`src/rtl/freq_pkg.sv`:
```
// Shared definitions for the frequency synthesizer: FSM encoding and
// the helper that sizes the divider from the clock rate.
package freq_pkg;

    localparam logic [2:0] ST_IDLE    = 3'd0;
    localparam logic [2:0] ST_DIV     = 3'd1;
    localparam logic [2:0] ST_RUN     = 3'd2;
    localparam logic [2:0] ST_RUN_DIV = 3'd3;
    localparam logic [2:0] ST_ERR     = 3'd4;

    function automatic int qw_of(input int clk_hz);
        return $clog2(clk_hz + 1);
    endfunction

endpackage

```
`src/rtl/seq_divider.sv`:
```
// Restoring divider, one quotient bit per clock; quotient and remainder
// registers are shifted in place. Requires DW >= 2.
module seq_divider #(
    parameter int DW = 10,
    parameter int VW = 11
) (
    input  logic          clk,
    input  logic          reset,
    input  logic          start,
    input  logic          abort,
    input  logic [DW-1:0] dividend,
    input  logic [VW-1:0] divisor,
    output logic          busy,
    output logic [DW-1:0] quotient,
    output logic          valid
);
    localparam int CW = $clog2(DW + 1);

    // remainder stays below the divisor, so one extra bit holds the shifted trial
    logic [VW:0]   rem;
    logic [VW-1:0] dvs;
    logic [CW-1:0] cnt;
    logic [VW:0]   trial;
    logic          fits;

    always_comb begin
        trial = {rem[VW-1:0], quotient[DW-1]};
        fits  = trial >= {1'b0, dvs};
    end

    always_ff @(posedge clk or posedge reset) begin
        if (reset) begin
            busy     <= 1'b0;
            valid    <= 1'b0;
            rem      <= '0;
            dvs      <= '0;
            cnt      <= '0;
            quotient <= '0;
        end else begin
            valid <= 1'b0;
            if (abort) begin
                busy <= 1'b0;
            end else if (start && !busy) begin
                rem      <= '0;
                dvs      <= divisor;
                quotient <= dividend;
                cnt      <= CW'(DW);
                busy     <= 1'b1;
            end else if (busy) begin
                rem      <= fits ? trial - {1'b0, dvs} : trial;
                quotient <= {quotient[DW-2:0], fits};
                cnt      <= cnt - 1'b1;
                if (cnt == CW'(1)) begin
                    busy  <= 1'b0;
                    valid <= 1'b1;
                end
            end
        end
    end

endmodule

```
`src/rtl/freq_synth.sv`:
```
// Programmable 50%-duty square-wave source: converts a frequency in Hz to a
// half-period count and retunes on a wave toggle so no phase is ever cut short.
module freq_synth
    import freq_pkg::*;
#(
    parameter  int CLK_HZ = 100_000_000,
    parameter  int FW     = 26,
    localparam int QW     = qw_of(CLK_HZ)
) (
    input  logic          clk,
    input  logic          reset,
    input  logic [FW-1:0] freq_hz,
    input  logic          start,
    input  logic          stop,
    output logic          wave,
    output logic          busy,
    output logic          done,
    output logic          err,
    output logic [QW-1:0] half_period
);
    localparam int WW = QW + FW + 1;

    logic [2:0]    state;
    logic [QW-1:0] cnt;
    logic [QW-1:0] pend_h;
    logic          pend;
    logic [FW:0]   two_f;
    logic          bad, accept, running, toggle, commit;
    logic          div_valid;
    logic [QW-1:0] quo;

    assign two_f   = {freq_hz, 1'b0};
    assign bad     = (freq_hz == '0) || (WW'(two_f) > WW'(CLK_HZ));
    assign accept  = start && !stop &&
                     (state == ST_IDLE || state == ST_RUN || state == ST_ERR);
    assign running = (state == ST_RUN) || (state == ST_RUN_DIV);
    assign toggle  = running && (cnt == half_period - 1'b1);
    // a result arriving on a toggle cycle is committed straight from the divider
    assign commit  = (state == ST_RUN_DIV) && toggle && (pend || div_valid);

    seq_divider #(.DW(QW), .VW(FW + 1)) u_div (
        .clk      (clk),
        .reset    (reset),
        .start    (accept && !bad),
        .abort    (stop),
        .dividend (QW'(CLK_HZ)),
        .divisor  (two_f),
        .busy     (busy),
        .quotient (quo),
        .valid    (div_valid)
    );

    always_ff @(posedge clk or posedge reset) begin
        if (reset) begin
            state       <= ST_IDLE;
            wave        <= 1'b0;
            done        <= 1'b0;
            err         <= 1'b0;
            half_period <= '0;
            cnt         <= '0;
            pend        <= 1'b0;
            pend_h      <= '0;
        end else begin
            done <= 1'b0;
            if (stop) begin
                state       <= ST_IDLE;
                wave        <= 1'b0;
                half_period <= '0;
                cnt         <= '0;
                pend        <= 1'b0;
            end else begin
                if (running) begin
                    if (toggle) begin
                        wave <= ~wave;
                        cnt  <= '0;
                    end else begin
                        cnt <= cnt + 1'b1;
                    end
                end
                if (accept) begin
                    err <= bad;
                    if (bad) begin
                        state       <= ST_ERR;
                        wave        <= 1'b0;
                        half_period <= '0;
                        cnt         <= '0;
                    end else begin
                        state <= (state == ST_RUN) ? ST_RUN_DIV : ST_DIV;
                    end
                end else begin
                    case (state)
                        ST_DIV: if (div_valid) begin
                            half_period <= quo;
                            done        <= 1'b1;
                            wave        <= 1'b0;
                            cnt         <= '0;
                            state       <= ST_RUN;
                        end
                        ST_RUN_DIV: begin
                            if (div_valid) begin
                                pend   <= 1'b1;
                                pend_h <= quo;
                            end
                            if (commit) begin
                                half_period <= pend ? pend_h : quo;
                                done        <= 1'b1;
                                pend        <= 1'b0;
                                state       <= ST_RUN;
                            end
                        end
                        default: ;
                    endcase
                end
            end
        end
    end

endmodule

```
`config.mk`:
```
export PLATFORM = sky130hd
export DESIGN_NAME = freq_synth
export DESIGN_NICKNAME = d
export VERILOG_FILES = /design/src/rtl/freq_pkg.sv /design/src/rtl/seq_divider.sv /design/src/rtl/freq_synth.sv
export SDC_FILE = /design/constraint.sdc
export NUM_CORES = 1
export LEC_CHECK = 0
export ABC_AREA = 1
export CAP_MARGIN = 25
export CORE_ASPECT_RATIO = 0.9
export CORE_MARGIN = 2
export CORE_UTILIZATION = 45
export DETAILED_ROUTE_END_ITERATION = 10
export SLEW_MARGIN = 5
export SYNTH_ARGS = -nofsm -noshare
export SYNTH_HDL_FRONTEND = slang
export SYNTH_SLANG_ARGS = --single-unit
```
`constraint.sdc`:
```
create_clock -name clk -period 7.5 [get_ports clk]
set_input_delay 1.5 -clock clk [delete_from_list [all_inputs] [get_ports clk]]
set_output_delay 1.5 -clock clk [all_outputs]
set_load 0.02 [all_outputs]
```
==> results of run 1 <==
==> critical path, cell delays in order <==
cell and delay (ps):
clkdlybuf4s50_1 420, nor2_1 250, nand2_1 160, nor4_1 250
nand4_1 130, nor3_1 150, nand2_1 110, nand3_1 120
buf_4 350, o21ai_0 220, nand2_2 450, nor2_1 110
==> cell usage after synthesis, types with 2 or more instances <==
cell type  instances  area, µm²
buf_6              2      22.52
nor4_1             7      43.79
buf_1              2      7.510
buf_4              4      30.03
inv_2              3      11.26
buf_12             3      60.06
xnor2_1           16      140.1
a211oi_1           3      22.52
nand3b_1           6      45.04
ha_1              30      375.4
inv_1            208      780.8
o22ai_1           28      175.2
xor2_1            41      359.1
nor2_2             8      50.05
a21oi_1           60      300.3
nand3_1          105      525.5
buf_2              8      40.04
nand2_2            4      25.02
dfrtp_1          175       4379
nor2_1           138      518.0
nand2_1          355       1333
o21ai_0          130      650.6
o21bai_1           6      45.04
nor2_4             7      78.83
nand3_2            2      20.02
clkinv_1           3      11.26
nand2_4            4      45.04
nand4_1           40      250.2
or2_2              3      18.77
clkbuf_1          28      105.1
a31oi_1            3      18.77
nor3_1            26      130.1
==> power breakdown <==
part           switching, mW  internal (mW)
logic                   1.25          0.659
registers              0.154           1.12
clock network          0.479          0.469
==> registers in the layout, summed over array words and instances (netlist names), 3 cells and up <==
name and cells:
cnt 27, half_period 27, pend_h 27, state 3, u_div.cnt 5, u_div.dvs 26
u_div.quotient 27, u_div.rem 27
==> final timing paths <==
kind | start | cells after the start | to | slack, ps
setup / recovery | freq_hz[3] | 12 | cnt[23] | 3580
hold / removal | pend_h[10] | 2 | pend_h[10] | 490
setup reg to reg | half_period[0] | 15 | half_period[9] | 4300
hold reg to reg | pend_h[10] | 2 | pend_h[10] | 490
max in group asynchronous | reset | 3 | pend_h[15] | 4760
min in group asynchronous | reset | 2 | u_div.dvs[8] | 1560
==> layout make-up <==
cell class	count	area, µm²	area share [%]
Tap cell	302	377.9	3.086
Sequential cell	175	4379	35.76
Multi-Input combinational cell	1036	5325	43.49
Clock inverter	15	211.5	1.727
Clock buffer	17	425.4	3.474
Timing Repair Buffer	73	718.2	5.865
Inverter	214	808.3	6.601
==> routing by layer <==
| metal | GRT usage, % | wire (µm) | up-vias |
|---|---|---|---|
| met3 | 3.628 | 1497 | 34 |
| met1 | 38.73 | 15540 | 4467 |
| met2 | 33.85 | 11950 | 217 |
| met4 | 6.207 | 380 | 0 |
| met5 | 0 | 0 | - |
| li1 | - | - | 4867 |
==> layout by cell type (no fill, tap or decap), drive strengths merged <==
cell,Yosys,final
nand2,363,363
inv,211,222
dfrtp,175,175
nor2,154,154
o21ai,132,132
nand3,107,107
a21oi,60,60
clkdlybuf4s50,0,60
nand4,42,42
xor2,41,41
ha,30,30
o22ai,28,28
nor3,26,26
clkbuf,28,17
xnor2,16,16
buf,19,13
nor4,7,7
clkinv,3,7
o21bai,6,6
nand3b,6,6
or2,3,3
a31oi,3,3
a211oi,3,3
o31ai,1,1
o221a,1,1
a21boi,1,1
a21o,1,1
and2,1,1
o21a,1,1
a22o,1,1
nor4b,1,1
fa,1,1
==> cells by family after synthesis <==
group / share of synthesized area, %
and+or+nand+nor: 29.26
buffers and inverters: 9.921
AOI/OAI and AO/OA: 11.85
adders and majority gates: 3.671
DFF: 40.66
xor gates and xnor gates: 4.635
==> out/metrics.csv, run 1 <==
stage;metric;value;unit
status;outcome;finished, final reports clean;
drt;WL/cell;16.03;µm
synthesis;Post-Synthesis Mean Instance Area;7.317;µm²
critical_path;Critical Path AT;4230;ps
timing;unrepaired setup endpoints after global routing;no;
cts;post-CTS sizing;0;
drt;WL final;29.37;mm
drt;DR iter-0 viols;803;
placed_design;GPL Wtd Cong;0.9372;
drt;Remaining DRCs;0;
floorplan;Rows;53;
final_layout;Final nets;1578;
hold_path;Worst Hold Class;flip-flop to flip-flop;
drt;via/cell ratio;5.232;
final_layout;layout cell share with drive strength beyond 1;5.425;%
timing;max frequency;255.1;MHz
critical_path;Critical Path Fanout Max;31;
cts;CTS Buffer Depth;2;
placed_design;placed cell count;1799;
cts;H-tree levels;4;
cts;CTS Buf Count;17;
synthesis;syn nets;1533;
global_routing;first-pass GRT wire length;47.95;mm
global_routing;number of global-route vias before repair;8818;
global_routing;initial antenna violation count;0;
cts;TritonCTS clock tree;done;
placed_design;placed inst area;0.01158;mm²
pwr;power density over cell area;337.2;mW/mm²
final_layout;post-layout util;52.31;%
synthesis;Async S/R FF share, synth;100.0;%
timing;Worst Tran Pin Value;819.7;ps
drt;First-pass DRT Iterations;6;
timing;Pins Over Slew Limit;0;
floorplan;Initial Util;46.01;%
synthesis;synth warn;0;
pwr;Overall Power;4.130;mW
critical_path;critical setup path kind;input pin to flip-flop;
synthesis;Yosys reg bits;175;
placed_design;I/O Buffers;60;
timing;Period minus WS final;3920;ps
cts;Root Buffer;clkbuf_16;
global_routing;pin count of the biggest net entering global routing;87;
critical_path;Critical Path RT;7810;ps
final_layout;final non-filler cell total;1832;
synthesis;Cell Area, Synth;0.01077;mm²
drt;Final ANT Viol Nets;0;
synthesis;cell count after synthesis;1472;
timing;worst hold slack;486.1;ps
floorplan;die width;167.1;µm
placed_design;Setup WS pre-CTS;2845;ps
cts;Hold Buf Count CTS;0;
placed_design;HPWL after DPL;21.81;mm
global_routing;gr usage total;24.25;%
cts;clock slew at reported path FFs;80;ps
synthesis;sequential share of the synthesized area;40.66;%
final_layout;antenna diode count;0;
critical_path;Crit. End Element;flip-flop;
timing;Final Hold Vio Count;0;
final_layout;Layout area overhead;13.70;%
pwr;Peak supply drop;0.0001624;V
cts;setup bufs post-CTS;0;
floorplan;CORE AREA;0.02341;mm²
floorplan;Die Height;150.8;µm
final_layout;number of fill cells;2293;
timing;Fin Setup TNS;0;ps
timing;Final WS setup;3580;ps
global_routing;total gr overflow;0;
critical_path;CP startpoint kind;input pin;
timing;Final setup viols;0;
floorplan;die area;0.02519;mm²
timing;skew final;19.53;ps
synthesis;dominant synthesized flop cell;dfrtp_1;
synthesis;Post-synth EDFFs;0;
pwr;Leakage;6.016;nW
timing;Tcrit/Tclk final;52.27;%
run;MaxCap Viol Count;0;
synthesis;post-synth cell types;46;
drt;routed vias;9585;
final_layout;Finished Cell Area;0.01225;mm²
timing;Slew headroom;45.35;%
floorplan;# IOs;61;
cts;latest clock arrival within the worst-skew pair;460;ps
cts;CTS sink count;175;
Power figures use the tool's default switching activity.
==> run 2: changes to the inputs <==
- PLACE_DENSITY: unset -> 0.65
- clock period: 7.5 -> 3.3 ns (I/O delays scaled with it)
==> out/metrics.csv, run 2 (synthesis results as in run 1) <==
stage;metric;value;unit;change
floorplan;Die Height;150.8;µm;unchanged
cts;CTS Buffer Depth;2;;unchanged
run;MaxCap Viol Count;0;;unchanged
timing;Period minus WS final;3019;ps;
critical_path;CP startpoint kind;flip-flop;;
critical_path;Setup crit end;half_period[0];;
pwr;power density over cell area;750.5;mW/mm²;+120%
drt;DR iter-0 viols;936;;+17%
final_layout;Multi-input gate area;0.005325;mm²;unchanged
critical_path;reg2reg setup slack;280;ps;-4020 ps
global_routing;gr usage total;23.33;%;-0.92 points
final_layout;register area;0.004379;mm²;unchanged
global_routing;first-pass GRT wire length;47.11;mm;-1.8%
timing;skew final;15.13;ps;-4.403 ps
placed_design;I/O Buffers;60;;unchanged
pwr;Leakage;6.087;nW;+1.2%
timing;Final setup viols;0;;unchanged
pwr;Peak supply drop;0.0004387;V;+170%
critical_path;Critical Path AT;3380;ps;-850 ps
floorplan;# IOs;61;;unchanged
final_layout;Layout area overhead;14.90;%;
floorplan;CORE AREA;0.02341;mm²;unchanged
cts;latest clock arrival within the worst-skew pair;440;ps;-20 ps
critical_path;reg2reg end;half_period[0];;
cts;clock slew at reported path FFs;80;ps;about the same
timing;Tcrit/Tclk final;91.49;%;
critical_path;critical setup path kind;flip-flop to flip-flop;;
critical_path;Crit. Startpoint;half_period[0];;
placed_design;HPWL after DPL;20.99;mm;-3.8%
timing;Pins Over Slew Limit;0;;unchanged
drt;via/cell ratio;5.214;;-0.35%
timing;Final WS setup;280.7;ps;-3299 ps
placed_design;placed cell count;1816;;+0.94%
timing;Worst Tran Pin Value;627.4;ps;-192.3 ps
final_layout;final non-filler cell total;1848;;+0.87%
global_routing;total gr overflow;0;;unchanged
placed_design;GPL Wtd Cong;0.9760;;+4.1%
global_routing;number of global-route vias before repair;8931;;+1.3%
final_layout;antenna diode count;0;;unchanged
final_layout;most common cell after layout, fill and taps aside;nand2_1;;
hold_path;Worst Hold Class;flip-flop to flip-flop;;
cts;CTS Buf Count;17;;unchanged
status;outcome;finished, final reports clean;;
drt;Final ANT Viol Nets;0;;unchanged
final_layout;Finished Cell Area;0.01238;mm²;+1.1%
placed_design;placed inst area;0.01175;mm²;+1.4%
final_layout;post-layout util;52.87;%;+0.56 points
timing;worst hold slack;484.0;ps;-2.086 ps
timing;Fin Setup TNS;0;ps;unchanged
floorplan;Rows;53;;unchanged
drt;WL final;28.42;mm;-3.2%
timing;unrepaired setup endpoints after global routing;no;;
cts;TritonCTS clock tree;done;;
drt;First-pass DRT Iterations;6;;unchanged
critical_path;Critical Path Fanout Max;28;;-9.7%
cts;Hold Buf Count CTS;0;;unchanged
timing;max frequency;331.2;MHz;
cts;Root Buffer;clkbuf_16;;
drt;Remaining DRCs;0;;unchanged
global_routing;pin count of the biggest net entering global routing;116;;+33%
pwr;Overall Power;9.288;mW;+120%
floorplan;die area;0.02519;mm²;unchanged
final_layout;layout cell share with drive strength beyond 1;6.404;%;+0.98 points
timing;Final Hold Vio Count;0;;unchanged
hold_path;Min-Delay Path Depth;2;;unchanged
cts;setup bufs post-CTS;0;;unchanged
timing;Slew headroom;57.73;%;+12 points
critical_path;R2R cell count;15;;unchanged
final_layout;Final nets;1594;;+1.0%
floorplan;Initial Util;46.01;%;unchanged
cts;CTS sink count;175;;unchanged
critical_path;Crit. End Element;flip-flop;;
cts;H-tree levels;4;;unchanged
final_layout;number of fill cells;2243;;-2.2%
global_routing;initial antenna violation count;0;;unchanged
cts;post-CTS sizing;0;;unchanged
critical_path;Critical Path RT;3660;ps;-4150 ps
floorplan;die width;167.1;µm;unchanged
drt;routed vias;9635;;+0.52%
final_layout;commonest non-fill, non-tap cells in the layout;nand2_1, inv_1, dfrtp_1;;
placed_design;Setup WS pre-CTS;259.3;ps;-2585 ps
drt;WL/cell;15.38;µm;-4.0%
critical_path;R2R Path Start;half_period[0];;
run 2: worst max-delay path, cell delays in order (launching register included):
cell	delay (ps)
dfrtp_1	380
inv_1	170
ha_1	340
nand2_1	110
nor2_1	210
nand4_1	150
inv_1	160
nand3_1	110
xor2_1	150
inv_1	50
nor2_1	260
nand4_4	190
nand2_4	100
buf_4	280
nand3_1	190
nand2_1	110
run 2: worst min-delay path by stage:
stage / start / end / slack [ps]
floorplan: pend_h[0] / pend_h[0] / 450
global placement: pend_h[15] / pend_h[15] / 460
detailed placement: pend_h[7] / pend_h[7] / 470
CTS: pend_h[7] / pend_h[7] / 490
global route: u_div.dvs[20] / u_div.dvs[20] / 510
finish: pend_h[10] / pend_h[10] / 480
run 2: layer usage:
metal  track usage, %  share of wire (%)  up-vias
li1                 -                  -     4895
met2            33.77                 42      231
met5                0                  0        -
met4            4.181               0.78        0
met1            36.45                 52     4489
met3            4.259                5.2       20
run 2: area by class of cell:
type                    count  area share [%]
repair buffers             89           6.915
clock buffers              17           3.437
multi-input cells        1036           43.03
clock inverters            15           1.658
inverters                 214           6.521
well taps                 302           3.053
flip-flops and latches    175           35.39
run 2: power by group:
group / leakage (nW) / switching, mW / internal, mW
Sequential: 2.23 / 0.311 / 2.54
Combinational: 3.56 / 2.81 / 1.54
Clock: 0.299 / 1.03 / 1.04
Total: 6.09 / 4.16 / 5.13
